==> src/rtl/riscv_pkg.sv <==
// riscv_pkg: shared hazard-control types and helpers for the RV32I five-stage core.
// Contents: fwd_sel_e (execute operand source), hazard_state_e (decode sequencer
// state), sb_entry_t (one in-flight destination), fwd_pick (youngest-match select)
// and sat_add (32-bit saturating add for the optional perf counters).
package riscv_pkg;
    typedef enum logic [1:0] {
        FWD_RF  = 2'd0,
        FWD_EX  = 2'd1,
        FWD_MEM = 2'd2,
        FWD_WB  = 2'd3
    } fwd_sel_e;

    typedef enum logic [1:0] {
        RUN        = 2'd0,
        LOAD_STALL = 2'd1,
        FLUSH      = 2'd2
    } hazard_state_e;

    typedef struct packed {
        logic       valid;
        logic [4:0] rd;
        logic       is_load;
    } sb_entry_t;

    // Index 0 is EX (youngest), 1 is MEM, 2 is WB. A load still in EX has no
    // data to forward, so it is skipped and older stages are considered.
    function automatic fwd_sel_e fwd_pick(sb_entry_t [2:0] sb, logic used, logic [4:0] addr);
        if (!used || addr == 5'd0) return FWD_RF;
        if (sb[0].valid && sb[0].rd == addr && !sb[0].is_load) return FWD_EX;
        if (sb[1].valid && sb[1].rd == addr) return FWD_MEM;
        if (sb[2].valid && sb[2].rd == addr) return FWD_WB;
        return FWD_RF;
    endfunction

    function automatic logic [31:0] sat_add(logic [31:0] a, logic [1:0] inc);
        logic [32:0] s;
        s = {1'b0, a} + {31'd0, inc};
        return s[32] ? 32'hffff_ffff : s[31:0];
    endfunction
endpackage

==> src/rtl/hazard_scoreboard.sv <==
// hazard_scoreboard: three-entry EX/MEM/WB destination tracker with forwarding selects.
// Ports: clk, rst_n (async active-low); load_en/rd_addr/is_load fill the EX slot;
// rs1_addr/rs2_addr/uses_rs1/uses_rs2 describe the decode sources; fwd_rs1_sel and
// fwd_rs2_sel are the combinational operand selects; load_use flags a source that
// depends on a load still sitting in EX.
module hazard_scoreboard
    import riscv_pkg::*;
(
    input  logic       clk,
    input  logic       rst_n,
    input  logic       load_en,
    input  logic [4:0] rd_addr,
    input  logic       is_load,
    input  logic [4:0] rs1_addr,
    input  logic [4:0] rs2_addr,
    input  logic       uses_rs1,
    input  logic       uses_rs2,
    output fwd_sel_e   fwd_rs1_sel,
    output fwd_sel_e   fwd_rs2_sel,
    output logic       load_use
);
    sb_entry_t [2:0] sb;
    sb_entry_t       ex_next;

    assign ex_next = load_en ? sb_entry_t'{valid: 1'b1, rd: rd_addr, is_load: is_load} : '0;

    always_ff @(posedge clk or negedge rst_n) begin
        if (!rst_n) sb <= '0;
        else sb <= {sb[1], sb[0], ex_next};
    end

    assign fwd_rs1_sel = fwd_pick(sb, uses_rs1, rs1_addr);
    assign fwd_rs2_sel = fwd_pick(sb, uses_rs2, rs2_addr);

    // Entries only ever hold rd != 0, so x0 sources can never match here.
    assign load_use = sb[0].valid && sb[0].is_load &&
                      ((uses_rs1 && rs1_addr == sb[0].rd) || (uses_rs2 && rs2_addr == sb[0].rd));
endmodule

==> src/rtl/hazard_ctrl.sv <==
// hazard_ctrl: decode-stage sequencer producing stall/bubble/flush, forwarding selects
// and the registered PC redirect for the RV32I five-stage core.
// Ports: clk_i, rstn_i (async active-low); dec_* describe the decode instruction;
// ex_redirect_i/ex_target_i report a taken control transfer from EX; stall_fetch_o,
// stall_decode_o, bubble_ex_o, flush_decode_o, flush_execute_o steer the pipeline;
// fwd_rs1_sel_o/fwd_rs2_sel_o drive the EX operand muxes; redirect_valid_o and
// redirect_pc_o load the fetch PC one cycle after the redirect.
// Optional: defining HAZARD_PERF_CNT_EN adds perf_stall_cycles_o, perf_flush_events_o
// and perf_fwd_hits_o (32-bit saturating counters).
module hazard_ctrl
    import riscv_pkg::*;
#(
    parameter int LOAD_STALL_CYCLES = 1,
    parameter int FLUSH_CYCLES      = 1
) (
    input  logic        clk_i,
    input  logic        rstn_i,
    input  logic        dec_valid_i,
    input  logic [4:0]  dec_rs1_addr_i,
    input  logic [4:0]  dec_rs2_addr_i,
    input  logic        dec_uses_rs1_i,
    input  logic        dec_uses_rs2_i,
    input  logic [4:0]  dec_rd_addr_i,
    input  logic        dec_rd_wr_i,
    input  logic        dec_is_load_i,
    input  logic        ex_redirect_i,
    input  logic [31:0] ex_target_i,
    output logic        stall_fetch_o,
    output logic        stall_decode_o,
    output logic        bubble_ex_o,
    output logic        flush_decode_o,
    output logic        flush_execute_o,
    output logic [1:0]  fwd_rs1_sel_o,
    output logic [1:0]  fwd_rs2_sel_o,
    output logic        redirect_valid_o,
    output logic [31:0] redirect_pc_o
`ifdef HAZARD_PERF_CNT_EN
    ,
    output logic [31:0] perf_stall_cycles_o,
    output logic [31:0] perf_flush_events_o,
    output logic [31:0] perf_fwd_hits_o
`endif
);
    hazard_state_e state, next_state;
    logic [1:0]    cnt, next_cnt;
    logic          load_use, hazard, run_like, stall, flush, load_en;
    fwd_sel_e      fwd1, fwd2;

    hazard_scoreboard u_sb (
        .clk         (clk_i),
        .rst_n       (rstn_i),
        .load_en     (load_en),
        .rd_addr     (dec_rd_addr_i),
        .is_load     (dec_is_load_i),
        .rs1_addr    (dec_rs1_addr_i),
        .rs2_addr    (dec_rs2_addr_i),
        .uses_rs1    (dec_uses_rs1_i),
        .uses_rs2    (dec_uses_rs2_i),
        .fwd_rs1_sel (fwd1),
        .fwd_rs2_sel (fwd2),
        .load_use    (load_use)
    );

    assign hazard = dec_valid_i && load_use;
    // The hazard cycle itself is the first stall cycle, so LOAD_STALL with the
    // counter at 0 has no stall left and behaves exactly like RUN.
    assign run_like = state == RUN || (state == LOAD_STALL && cnt == 2'd0);

    always_ff @(posedge clk_i or negedge rstn_i) begin
        if (!rstn_i) begin
            state <= RUN;
            cnt   <= 2'd0;
        end else begin
            state <= next_state;
            cnt   <= next_cnt;
        end
    end

    always_comb begin
        next_state = state;
        next_cnt   = cnt;
        if (ex_redirect_i) begin
            next_state = FLUSH;
            next_cnt   = 2'(FLUSH_CYCLES - 1);
        end else if (state == FLUSH) begin
            next_state = cnt == 2'd0 ? RUN : FLUSH;
            next_cnt   = cnt == 2'd0 ? 2'd0 : cnt - 2'd1;
        end else if (!run_like) begin
            next_cnt   = cnt - 2'd1;
        end else begin
            next_state = hazard ? LOAD_STALL : RUN;
            next_cnt   = hazard ? 2'(LOAD_STALL_CYCLES - 1) : 2'd0;
        end
    end

    // Flush wins over stall, and a same-cycle redirect cancels a pending stall.
    always_comb begin
        flush = state == FLUSH;
        stall = !flush && !ex_redirect_i && (!run_like || hazard);
    end

    assign load_en = dec_valid_i && dec_rd_wr_i && dec_rd_addr_i != 5'd0 &&
                     !stall && !flush && !ex_redirect_i;

    assign stall_fetch_o   = stall;
    assign stall_decode_o  = stall;
    assign bubble_ex_o     = stall;
    assign flush_decode_o  = flush;
    assign flush_execute_o = flush;
    assign fwd_rs1_sel_o   = fwd1;
    assign fwd_rs2_sel_o   = fwd2;

    always_ff @(posedge clk_i or negedge rstn_i) begin
        if (!rstn_i) begin
            redirect_valid_o <= 1'b0;
            redirect_pc_o    <= 32'd0;
        end else begin
            redirect_valid_o <= ex_redirect_i;
            if (ex_redirect_i) redirect_pc_o <= ex_target_i;
        end
    end

`ifdef HAZARD_PERF_CNT_EN
    logic [1:0] fwd_inc;
    assign fwd_inc = {1'b0, fwd1 != FWD_RF} + {1'b0, fwd2 != FWD_RF};

    always_ff @(posedge clk_i or negedge rstn_i) begin
        if (!rstn_i) begin
            perf_stall_cycles_o <= 32'd0;
            perf_flush_events_o <= 32'd0;
            perf_fwd_hits_o     <= 32'd0;
        end else begin
            perf_stall_cycles_o <= sat_add(perf_stall_cycles_o, {1'b0, stall});
            perf_flush_events_o <= sat_add(perf_flush_events_o, {1'b0, ex_redirect_i});
            perf_fwd_hits_o     <= sat_add(perf_fwd_hits_o, fwd_inc);
        end
    end
`endif
endmodule

==> config.mk <==
export PLATFORM = sky130hd
export DESIGN_NAME = hazard_ctrl
export DESIGN_NICKNAME = d
export VERILOG_FILES = /design/src/rtl/riscv_pkg.sv /design/src/rtl/hazard_scoreboard.sv /design/src/rtl/hazard_ctrl.sv
export SDC_FILE = /design/constraint.sdc
export NUM_CORES = 1
export LEC_CHECK = 0
export CORE_AREA = 2 2 70 72
export CTS_CLUSTER_DIAMETER = 80
export DETAILED_ROUTE_END_ITERATION = 10
export DIE_AREA = 0 0 72 74
export DONT_BUFFER_PORTS = 1
export GPL_TIMING_DRIVEN = 0
export PLACE_DENSITY = 0.68
export RECOVER_POWER = 50
export SLEW_MARGIN = 20
export SYNTH_ARGS = -nofsm -noshare
export SYNTH_HDL_FRONTEND = slang
export SYNTH_SLANG_ARGS = --single-unit
==> constraint.sdc <==
create_clock -name clk_i -period 4.45 [get_ports clk_i]
set_input_delay 0.2225 -clock clk_i [delete_from_list [all_inputs] [get_ports clk_i]]
set_output_delay 0.2225 -clock clk_i [all_outputs]
set_load 0.01 [all_outputs]
==> impl_metrics.tcl, run 1 <==
set metrics [dict create \
    die-width_um 72 \
    power.internal_w 0.000719 \
    cts.sinks 56 \
    via_per_inst 5.62 \
    ys_warn_count 0 \
    rr_startpoint "u_sb.sb[1]" \
    core-area_mm2 0.00460 \
    cts_tree "built" \
    hp-start "dec_rd_addr_i[2]" \
    tightestPinTransition_ns 0.630 \
    start_util_pct 53.3 \
    grt_pass1_wl_mm 7.38 \
    post-route-util_pct 57.7 \
    grt_max_degree 57 \
    netSwitchingFraction_pct 24.6 \
    drv_slew 0 \
    hp-class "in -> reg" \
    worst_skew_pair.late_latency_ns 0.30 \
    cts_max_level 2 \
    area_growth_syn_to_layout_pct 8.43 \
    clockPowerShare_pct 29.2 \
    max_stage_delay_ns 0.42 \
    first_pass_iters 2 \
    ys_types 31 \
    cts_buffer_depth 2 \
    setup_tns_ns 0 \
    end_kind "output pin" \
    rsz0062_at_grt "no" \
    crit_chain "xnor2_1 > nand3_1 > nor3_1 > a31o_2 > and2_1 > buf_4" \
    syn-instance-count 193 \
    grt.total_usage_pct 18.3 \
    wl_met3_um 472 \
    wirelength_mm 4.69 \
    antenna_found_initial 0 \
    fin_crit_ns 2.25 \
    post_cts_buffers 0 \
    num_rows 25 \
    switchingPower_w 0.000235 \
    clock_skew_ns 0.00732 \
    critPathMaxFanout 9 \
    gp_congestion 0.733 \
    drc 0 \
    fill_cells 382 \
    slowest_stage "dfrtp_1" \
    port_buffers 0 \
    status "completed" \
    m1WireLength_mm 1.69 \
    cp_top_family "simple AND/OR/NAND/NOR gates" \
    crit_required_ns 4.23 \
    pre_cts_ws_ns 2.50 \
    critPathLaunch "u_sb.sb[1]" \
    drtIter0Drc 95 \
    grt.overflow.total 0 \
    fmax_mhz 444 \
    synth_area_mm2 0.00245 \
    setup_ws_ns 2.20 \
    syn_nets 251 \
    post_drt_wl_per_cell_um 18.2 \
    cts-root-buf "clkbuf_8" \
    p_leak_nw 1.19 \
    dr_wl_met2_mm 2.49 \
    startpoint_type "flip-flop" \
    drive_gt1_share_pct 24.0 \
    power.share.combinational_pct 9.7 \
    cap_violations 0 \
    avgSynthCellArea_um2 12.7 \
    worst_ep_arrival_time_ns 2.03 \
    grt_pass1_vias 1569 \
    yosys_register_bits 56 \
    dpl.hpwl_mm 3.63 \
    finalCritPeriodShare_pct 50.7 \
    dr.max_layer_used "met4" \
    ys_seq_area_share_pct 57.2 \
    finalSetupViolations 0 \
    maxSlewHeadroom_pct 57.4 \
    ir_drop_mv 0.231 \
    finalHoldViolations 0 \
    die_h_um 74 \
    ant_nets 0 \
    num_antenna_cells 0 \
    p_per_area_mw_per_mm2 359 \
    fp.dieArea_mm2 0.00533 \
    vias 1450 \
    nets 261 \
    crit_buf_inv 1 \
    cts-buffers-inserted 5 \
    clk_pin_slew_ns 0.09 \
    io_pins 97 \
    p_seq_share_pct 61.1 \
    path_class "reg -> out" \
]
## cell usage in the layout, fill, tap and decap left out, types with 2 or more instances in the layout
cell type / count
a21oi_1: 5
and2_1: 2
and3_1: 4
buf_2: 2
buf_4: 3
clkbuf_1: 3
clkbuf_8: 6
dfrtp_1: 56
dlygate4sd3_1: 2
ha_1: 3
inv_1: 3
mux2_2: 32
nand2_1: 9
nand3_1: 4
nor2_1: 14
nor2b_1: 2
nor3_1: 2
nor4_1: 3
o21ai_0: 3
or4_1: 2
xnor2_1: 11
xor2_1: 19
## power groups by stage
stage                     logic [W]  registers (W)  clock network, W
after floorplan           0.0000701       0.000585                 0
after global placement    0.0000765       0.000591                 0
after detailed placement  0.0000816       0.000593                 0
after CTS                 0.0000956       0.000583          0.000285
after global routing       0.000104       0.000587          0.000308
final                     0.0000927       0.000583          0.000278
## cell usage after synthesis (all sizes together)
library cell   n  area, µm²
nor3b          1       7.51
dfrtp         56       1400
nor3           3       20.0
nand2          9       33.8
xor2          19        166
nor4           4       31.3
and2           2       12.5
nand2b         1       6.26
buf            8       46.3
inv            3       11.3
and3           4       25.0
ha             3       37.5
or4            2       15.0
mux2          32        360
o31ai          1       7.51
nor2          14       52.6
xnor2         11       96.3
o21ai          4       20.0
nand3b         1       7.51
a21oi          5       25.0
nor2b          3       21.3
a31o           1       8.76
nor4b          1       8.76
nand3          4       20.0
nand4          1       6.26
## flip-flops by register name (all words and copies together), names as in the netlist
name,flops
redirect_valid_o,1
u_sb.sb,19
state,2
redirect_pc_o,32
cnt,2
## per-stage QoR
stage          total power [W]  hold slack [ns]  area [µm²]  instances
4_1_cts               0.000964          0.00724        2660        258
3_5_place_dp          0.000674          -0.0724        2520        247
6_report              0.000954           0.0170        2660        258
2_1_floorplan         0.000655          -0.0731        2450        193
5_1_grt               0.000999          0.00802        2660        258
3_3_place_gp          0.000668          -0.0721        2520        247
## area by class of cell
type	instances	area [µm²]	area share [%]
sequential	56	1400	52.8
multi-input combinational	126	990	37.3
clock buffer	7	86.3	3.25
tap	54	67.6	2.54
timing repair buffer	3	47.5	1.79
buffer	8	43.8	1.65
inverter	3	11.3	0.424
clock inverter	1	7.51	0.283
## cells by family after synthesis
kind of cell             synth area share, %
buffers and inverters                   2.35
flip-flops                              57.2
AND/OR/NAND/NOR                         10.9
multiplexers                            14.7
AO/OA/AOI/OAI                           2.50
adder cells (fa/ha/maj)                 1.53
XOR/XNOR                                10.7
## routing by layer
| layer | vias up | global-route usage, % |
|---|---|---|
| met1 | 715 | 18.8 |
| li1 | 668 | - |
| met2 | 61 | 33.4 |
| met4 | 0 | 5.03 |
| met5 | - | 0 |
| met3 | 6 | 8.94 |
## repair_timing
item	4_1_cts	5_1_grt
hold endpoints to repair	57	0
hold buffers	3	0
resized for setup	0	0
## path summary, 6_finish.rpt
kind,end,cells past startpoint,slack [ns]
hold reg to reg,u_sb.sb[20],0,0.41
max in group asynchronous,state[1],2,3.79
setup reg to reg,state[0],5,2.93
min in group asynchronous,redirect_pc_o[19],2,0.43
setup / recovery,stall_decode_o,6,2.20
hold / removal,u_sb.sb[3],2,0.02
Note: power is estimated with default switching activity, not from simulation.
==> run 2: changes to the inputs <==
Settings changed: ABC_AREA set to 1, CORE_AREA 2 2 70 72 to 2 2 72 74, DIE_AREA 0 0 72 74 to 0 0 74 76, PLACE_DENSITY 0.68 to 0.7.
Clock period 4.45 ns to 1.91 ns, I/O delays scaled along.
==> run 2 against run 1 <==
Via count is 52% higher. Setup slack worse by 2.1 ns. Clock-buffer cell count stayed put. Sequential cell count stayed put. Area after synthesis is 5.6% higher. Final cell count is 72% higher. Die area is 5.6% higher. Clock power is 140% higher. Utilization is 7.7 points higher. Synthesized cell count is 67% higher. Register-to-register slack worse by 2.4 ns. Largest power group unchanged. Highest routed layer unchanged.
==> impl_metrics.tcl, run 2 <==
set metrics [dict create \
    avgSynthCellArea_um2 8.01 \
    critPathMaxFanout 4 \
    die_h_um 76 \
    crit_buf_inv 1 \
    first_pass_iters 4 \
    vias 2211 \
    yosysMostFrequentCell "nand2_1" \
    grt.overflow.total 0 \
    end_kind "output pin" \
    synth.largest_area_cell "dfrtp_1" \
    rr_worst_depth 6 \
    gp_congestion 0.837 \
    cp_top_family "simple AND/OR/NAND/NOR gates" \
    clk_pin_slew_ns 0.09 \
    fill_cells 419 \
    start_util_pct 52.6 \
    regMostFlops "redirect_pc_o" \
    cts_max_level 2 \
    startpoint_type "flip-flop" \
    place_inst 393 \
    hp-start "dec_valid_i" \
    num_antenna_cells 0 \
    worst_ep_arrival_time_ns 1.70 \
    cts_tree "built" \
    drtIter0Drc 139 \
    fin_crit_ns 1.80 \
    nets 431 \
    grt_max_degree 57 \
    fp.dieArea_mm2 0.00562 \
    port_buffers 0 \
    reg_top3 "redirect_pc_o (32), u_sb.sb (19)" \
    drive_gt1_share_pct 7.75 \
    p_per_area_mw_per_mm2 736 \
    antenna_found_initial 0 \
    grt_pass1_wl_mm 9.63 \
    syn-instance-count 323 \
    cp.depth 7 \
    cap_violations 0 \
    post-route-util_pct 65.4 \
    drv_slew 0 \
    maxSlewHeadroom_pct 10.9 \
    tightestPinTransition_ns 1.34 \
    worst-r2r-setup-slack_ns 0.49 \
    worstHoldEndpoint "u_sb.sb[6]" \
    status "completed" \
    crit_chain "xor2_1 > nor2_1 > nand4_1 > nand2_2 > nand2_4 > a21oi_4 > buf_6" \
    syn_nets 381 \
    cts.sinks 56 \
    io_pins 97 \
    core-area_mm2 0.00491 \
    synth_area_leaders "dfrtp_1 (54%), nand2_1 (20%), inv_1 (4.5%)" \
    synth_common_cells "nand2_1 (140), dfrtp_1 (56), inv_1 (31), nor2_1 (19), o21ai_0 (14)" \
    finalSetupViolations 0 \
    worst_skew_pair.late_latency_ns 0.30 \
    largest_reg_flops 32 \
    synth_area_mm2 0.00259 \
    path_class "reg -> out" \
    rsz0062_at_grt "yes" \
    dpl.hpwl_mm 3.99 \
    ys_warn_count 0 \
    synth_edf_count 0 \
    hp-class "in -> reg" \
    grt_pass1_vias 2210 \
    worstReg2RegEnd "u_sb.sb[4]" \
    ys_seq_area_share_pct 54.2 \
    ir_drop_mv 0.540 \
    clock_skew_ns 0.00493 \
    finalCritPeriodShare_pct 94.1 \
    hold_depth 4 \
    wirelength_mm 5.78 \
    slowest_stage "dfrtp_1" \
    via_per_inst 4.98 \
    ys_types 26 \
    crit_required_ns 1.81 \
    fmax_mhz 556 \
    synth_top_area_share_pct 54.2 \
    cts-root-buf "clkbuf_8" \
    cts-buffers-inserted 5 \
    ant_nets 0 \
    post_drt_wl_per_cell_um 13.0 \
    final_cell_mix "nand2_1 (139), dfrtp_1 (56), dlygate4sd3_1 (40)" \
    ys_async_sr_fraction_pct 100 \
    die-width_um 74 \
    max_stage_delay_ns 0.42 \
    grt.total_usage_pct 22.2 \
    cts_buffer_depth 2 \
    rr_startpoint "cnt[0]" \
    area_growth_syn_to_layout_pct 24.2 \
    p_leak_nw 1.65 \
    ys.flop_type "dfrtp_1" \
    num_rows 26 \
    final_common_cell "nand2_1" \
    fin_cells 444 \
    drc 0 \
    yosys_register_bits 56 \
    finalHoldViolations 0 \
]
## run 2: changes by cell type in the layout (fill, tap and decap cells not counted), moves of 4 or more
| cell | change |
|---|---|
| o22ai_1 | +5 |
| nand2_1 | +130 |
| mux2_2 | -32 |
| clkbuf_1 | +5 |
| o21ai_0 | +11 |
| xnor2_1 | -9 |
| a21oi_1 | +5 |
| dlygate4sd3_1 | +38 |
| xor2_1 | -17 |
| nor2_1 | +4 |
| inv_1 | +28 |
| inv_2 | +6 |
## run 2: timing repair
item | CTS | global route
buffers inserted | 0 | 2
pin swaps | 0 | 6
setup endpoints to repair | 2 | 2
gates resized for setup | 2 | 6
hold buffers | 41 | 0
endpoints found under the hold margin | 95 | 0
## run 2: worst register-to-register path: cells and delay by family (launching register included)
kind / cells / cell delay [ns]
compound gates: 1 / 0.36
fa+ha+maj: 1 / 0.15
buf+inv: 2 / 0.14
flops: 1 / 0.41
simple gates: 2 / 0.29
## run 2: through the flow
step / setup TNS [ns] / power [W] / hold slack (ns) / setup WS (ns) / instance area (µm²)
2_1_floorplan: 0 / 0.00156 / -0.200 / 0.458 / 2590
3_3_place_gp: 0 / 0.00161 / -0.199 / 0.287 / 2670
3_5_place_dp: 0 / 0.00162 / -0.199 / 0.236 / 2670
4_1_cts: 0 / 0.00239 / 0.0119 / 0.0285 / 3200
5_1_grt: -0.0595 / 0.00251 / 0.0900 / -0.0310 / 3210
6_report: 0 / 0.00236 / 0.108 / 0.113 / 3210
## run 2: worst max path at each step
stage,start,to,slack (ns)
after floorplan,u_sb.sb[2],stall_decode_o,0.46
after global placement,cnt[0],stall_decode_o,0.29
after detailed placement,cnt[0],stall_fetch_o,0.24
after CTS,u_sb.sb[1],stall_fetch_o,0.03
after global routing,u_sb.sb[2],stall_decode_o,-0.03
final,u_sb.sb[2],stall_fetch_o,0.11
## run 2: kinds of logic (layout without fill, tap and decap cells)
kind of cell / Yosys count / after routing / share of synthesized area, %
and+or+nand+nor: 178 / 178 / 28.0
AOI/OAI and AO/OA: 34 / 34 / 7.31
adders and majority gates: 3 / 3 / 1.45
DFF: 56 / 56 / 54.2
xor gates and xnor gates: 4 / 4 / 1.35
buffers and inverters: 48 / 99 / 7.69
## run 2: report_power, final
group          total [W]  switching, W  internal [W]
clock           0.000669      0.000373      0.000296
combinational   0.000338      0.000192      0.000147
sequential       0.00136     0.0000919       0.00127
## run 2: area by class of cell
cell class	instances	area [µm²]	area share, %
sequential	56	1400	43.6
multi-input combinational	219	1010	31.5
timing repair buffer	43	420	13.1
inverter	38	143	4.44
tap	70	87.6	2.73
clock buffer	7	86.3	2.69
buffer	10	56.3	1.75
clock inverter	1	7.51	0.234
## run 2: layer usage
metal,global-route usage [%],up-vias,routed length [µm]
li1,-,1092,-
met1,27.8,1016,2330
met2,35.5,89,2900
met3,5.95,14,430
met4,10.0,0,123
met5,0,-,0
==> run 3: changes to the inputs <==
Settings changed: CORE_AREA 2 2 72 74 to 2 2 74 76, DIE_AREA 0 0 74 76 to 0 0 76 78, PLACE_DENSITY 0.7 to 0.71, SYNTH_HIERARCHICAL set to 1.
==> run 3 against run 2 <==
Non-clock buffer count is 1 higher. Area after synthesis is 7.0% higher. Sequential cell count stayed put. Largest power group unchanged.
==> impl_metrics.tcl, run 3 <==
set metrics [dict create \
    startpoint_type "flip-flop" \
    drtIter0Drc 103 \
    reg_top3 "redirect_pc_o (32), u_sb/sb (19)" \
    regMostFlops "redirect_pc_o" \
    grt_max_degree 57 \
    p_seq_share_pct 53.6 \
    fp.dieArea_mm2 0.00593 \
    grt_pass1_vias 2488 \
    p_leak_nw 1.82 \
    wirelength_mm 6.57 \
    port_buffers 0 \
    fin_crit_ns 1.85 \
    num_antenna_cells 0 \
    rr_worst_depth 13 \
    largest_reg_flops 32 \
    final_cell_mix "nand2_1 (185), dfrtp_1 (56), dlygate4sd3_1 (40)" \
    ys.flop_type "dfrtp_1" \
    post_drt_wl_per_cell_um 13.4 \
    syn_nets 425 \
    worst_skew_pair.late_latency_ns 0.31 \
    yosysMostFrequentCell "nand2_1" \
    worst-r2r-setup-slack_ns 0.36 \
    grt.overflow.total 0 \
    yosys_register_bits 56 \
    antenna_found_initial 0 \
    core-area_mm2 0.00504 \
    ys_types 21 \
    worstReg2RegEnd "u_sb/sb[1]" \
    ant_nets 0 \
    fill_cells 395 \
    finalHoldViolations 0 \
    dpl_cell_area_mm2 0.00285 \
    clk_pin_slew_ns 0.10 \
    power.internal_w 0.00184 \
    cts-buffers-inserted 5 \
    synth_edf_count 0 \
    rr_startpoint "u_sb/sb[2]" \
    clock_skew_ns 0.00921 \
    status "completed" \
    worstHoldEndpoint "u_sb/sb[6]" \
    dpl.hpwl_mm 4.30 \
    end_kind "output pin" \
    netSwitchingFraction_pct 27.6 \
    p_per_area_mw_per_mm2 742 \
    drc 0 \
    crit_chain "nand2_1 > nand2_1 > nor2_2 > nand4_1 > a21oi_2 > nand2_1 > inv_2 > o21ai_2 > inv_2 > buf_4" \
    switchingPower_w 0.000701 \
    ys_seq_area_share_pct 50.7 \
    die-width_um 76 \
    syn-instance-count 367 \
    stdcell_area_mm2 0.00342 \
    ys_async_sr_fraction_pct 100 \
    critPathLaunch "u_sb/sb[3]" \
    path_class "reg -> out" \
    slowest_stage "dfrtp_1" \
    synth_top_area_share_pct 50.7 \
    regArea_mm2 0.00140 \
    synth_area_mm2 0.00277 \
    p_total_w 0.00254 \
    final_common_cell "nand2_1" \
    maxSlewHeadroom_pct 11.3 \
    max_stage_delay_ns 0.43 \
    tightestPinTransition_ns 1.33 \
    nets 476 \
    vias 2379 \
    io_pins 97 \
    gp_congestion 0.912 \
    crit_required_ns 1.81 \
    worst_ep_arrival_time_ns 1.76 \
    die_h_um 78 \
    area_growth_syn_to_layout_pct 23.6 \
    via_per_inst 4.87 \
    hp-class "in -> reg" \
    num_rows 26 \
    hp-start "dec_valid_i" \
    grt_pass1_wl_mm 11.3 \
    cts_max_level 2 \
    synth_area_leaders "dfrtp_1 (51%), nand2_1 (25%), inv_1 (4.5%)" \
    avgSynthCellArea_um2 7.54 \
    ys_warn_count 6 \
    clockPowerShare_pct 31.3 \
    cap_violations 0 \
    crit_path_frequent_cell "nand2_1" \
    grt.total_usage_pct 24.1 \
    power.share.combinational_pct 15.1 \
    drive_gt1_share_pct 14.3 \
    cts_buffer_depth 2 \
    whs_ns 0.00000111 \
    fmax_mhz 540 \
    critPathMaxFanout 4 \
    start_util_pct 54.9 \
    cts-root-buf "clkbuf_8" \
    rsz0062_at_grt "yes" \
    first_pass_iters 4 \
    multiInputGateArea_mm2 0.00110 \
    cts_tree "built" \
    finalSetupViolations 0 \
    setup_tns_ns 0 \
    cts.sinks 56 \
    finalCritPeriodShare_pct 96.9 \
    synth_common_cells "nand2_1 (185), dfrtp_1 (56), inv_1 (33), nor2_1 (25), inv_2 (11)" \
    ir_drop_mv 0.629 \
    hold_depth 2 \
    synth.largest_area_cell "dfrtp_1" \
    drv_slew 0 \
]
-- run 3: cell types whose count changed after synthesis, sizes merged, moves of 3 or more --
cell	change
nor2	+10
a21oi	-8
inv	+8
o22ai	-5
buf	+6
o21ai	-6
clkbuf	-6
nand3	-3
nand2	+54
-- run 3: through the flow --
| step | util, % | setup WS [ns] | std cells |
|---|---|---|---|
| finish | 67.8 | 0.0588 | 489 |
| global route | 67.8 | -0.136 | 489 |
| CTS | 68.0 | 0.000155 | 489 |
| detailed placement | 56.6 | 0.237 | 437 |
| global placement | 56.6 | 0.279 | 437 |
| floorplan | - | 0.533 | 367 |
-- run 3: how the worst max path moves through the flow --
stage | endpoint | slack, ns | cells past startpoint
2_1_floorplan | stall_decode_o | 0.53 | 11
3_3_place_gp | stall_fetch_o | 0.28 | 11
3_5_place_dp | stall_decode_o | 0.24 | 11
4_1_cts | stall_decode_o | 0.0002 | 11
5_1_grt | stall_decode_o | -0.14 | 11
6_report | stall_decode_o | 0.06 | 10
-- run 3: final cells by class --
| cell class | count | area share [%] |
|---|---|---|
| clock inverter | 2 | 1.13 |
| sequential | 56 | 41.0 |
| buffer | 10 | 3.00 |
| inverter | 45 | 5.16 |
| multi-input combinational | 256 | 32.3 |
| clock buffer | 6 | 2.12 |
| tap | 70 | 2.56 |
| timing repair buffer | 44 | 12.7 |
-- run 3: power by group through the flow --
stage	logic (W)	registers [W]	clock network (W)
CTS	0.000384	0.00136	0.000813
global placement	0.000270	0.00138	0
finish	0.000382	0.00136	0.000794
detailed placement	0.000279	0.00138	0
global route	0.000438	0.00137	0.000863
floorplan	0.000236	0.00136	0
-- run 3: logic make-up (layout without fill, tap and decap cells) --
family          count (synthesis)  in the layout  share of synthesized area [%]
flops                          56             56                           50.7
simple gates                  239            239                           34.8
buf+inv                        55            107                           10.1
compound gates                 12             12                           2.44
xor+xnor                        2              2                          0.633
fa+ha+maj                       3              3                           1.36
-- run 3: critical path: cells and delay by family (launching register included) --
kind | cells | cell delay, ns
simple gates | 5 | 0.51
compound gates | 2 | 0.23
buf+inv | 3 | 0.27
flops | 1 | 0.43
-- run 3: timing repair --
action | in CTS | in global routing
endpoints found under the hold margin | 95 | 0
gates resized for setup | 6 | 5
endpoints found under the setup margin | 2 | 6
hold buffers | 41 | 0
buffers inserted | 3 | 1
pin swaps | 4 | 4
-- run 3: layer usage --
metal  vias to the layer above  share of wire, %  track usage, %
met5                         -                 0               0
met4                         0               3.0            11.3
met3                        18               8.2            6.74
met2                        94                49            41.3
met1                      1085                40            28.2
li1                       1182                 -               -
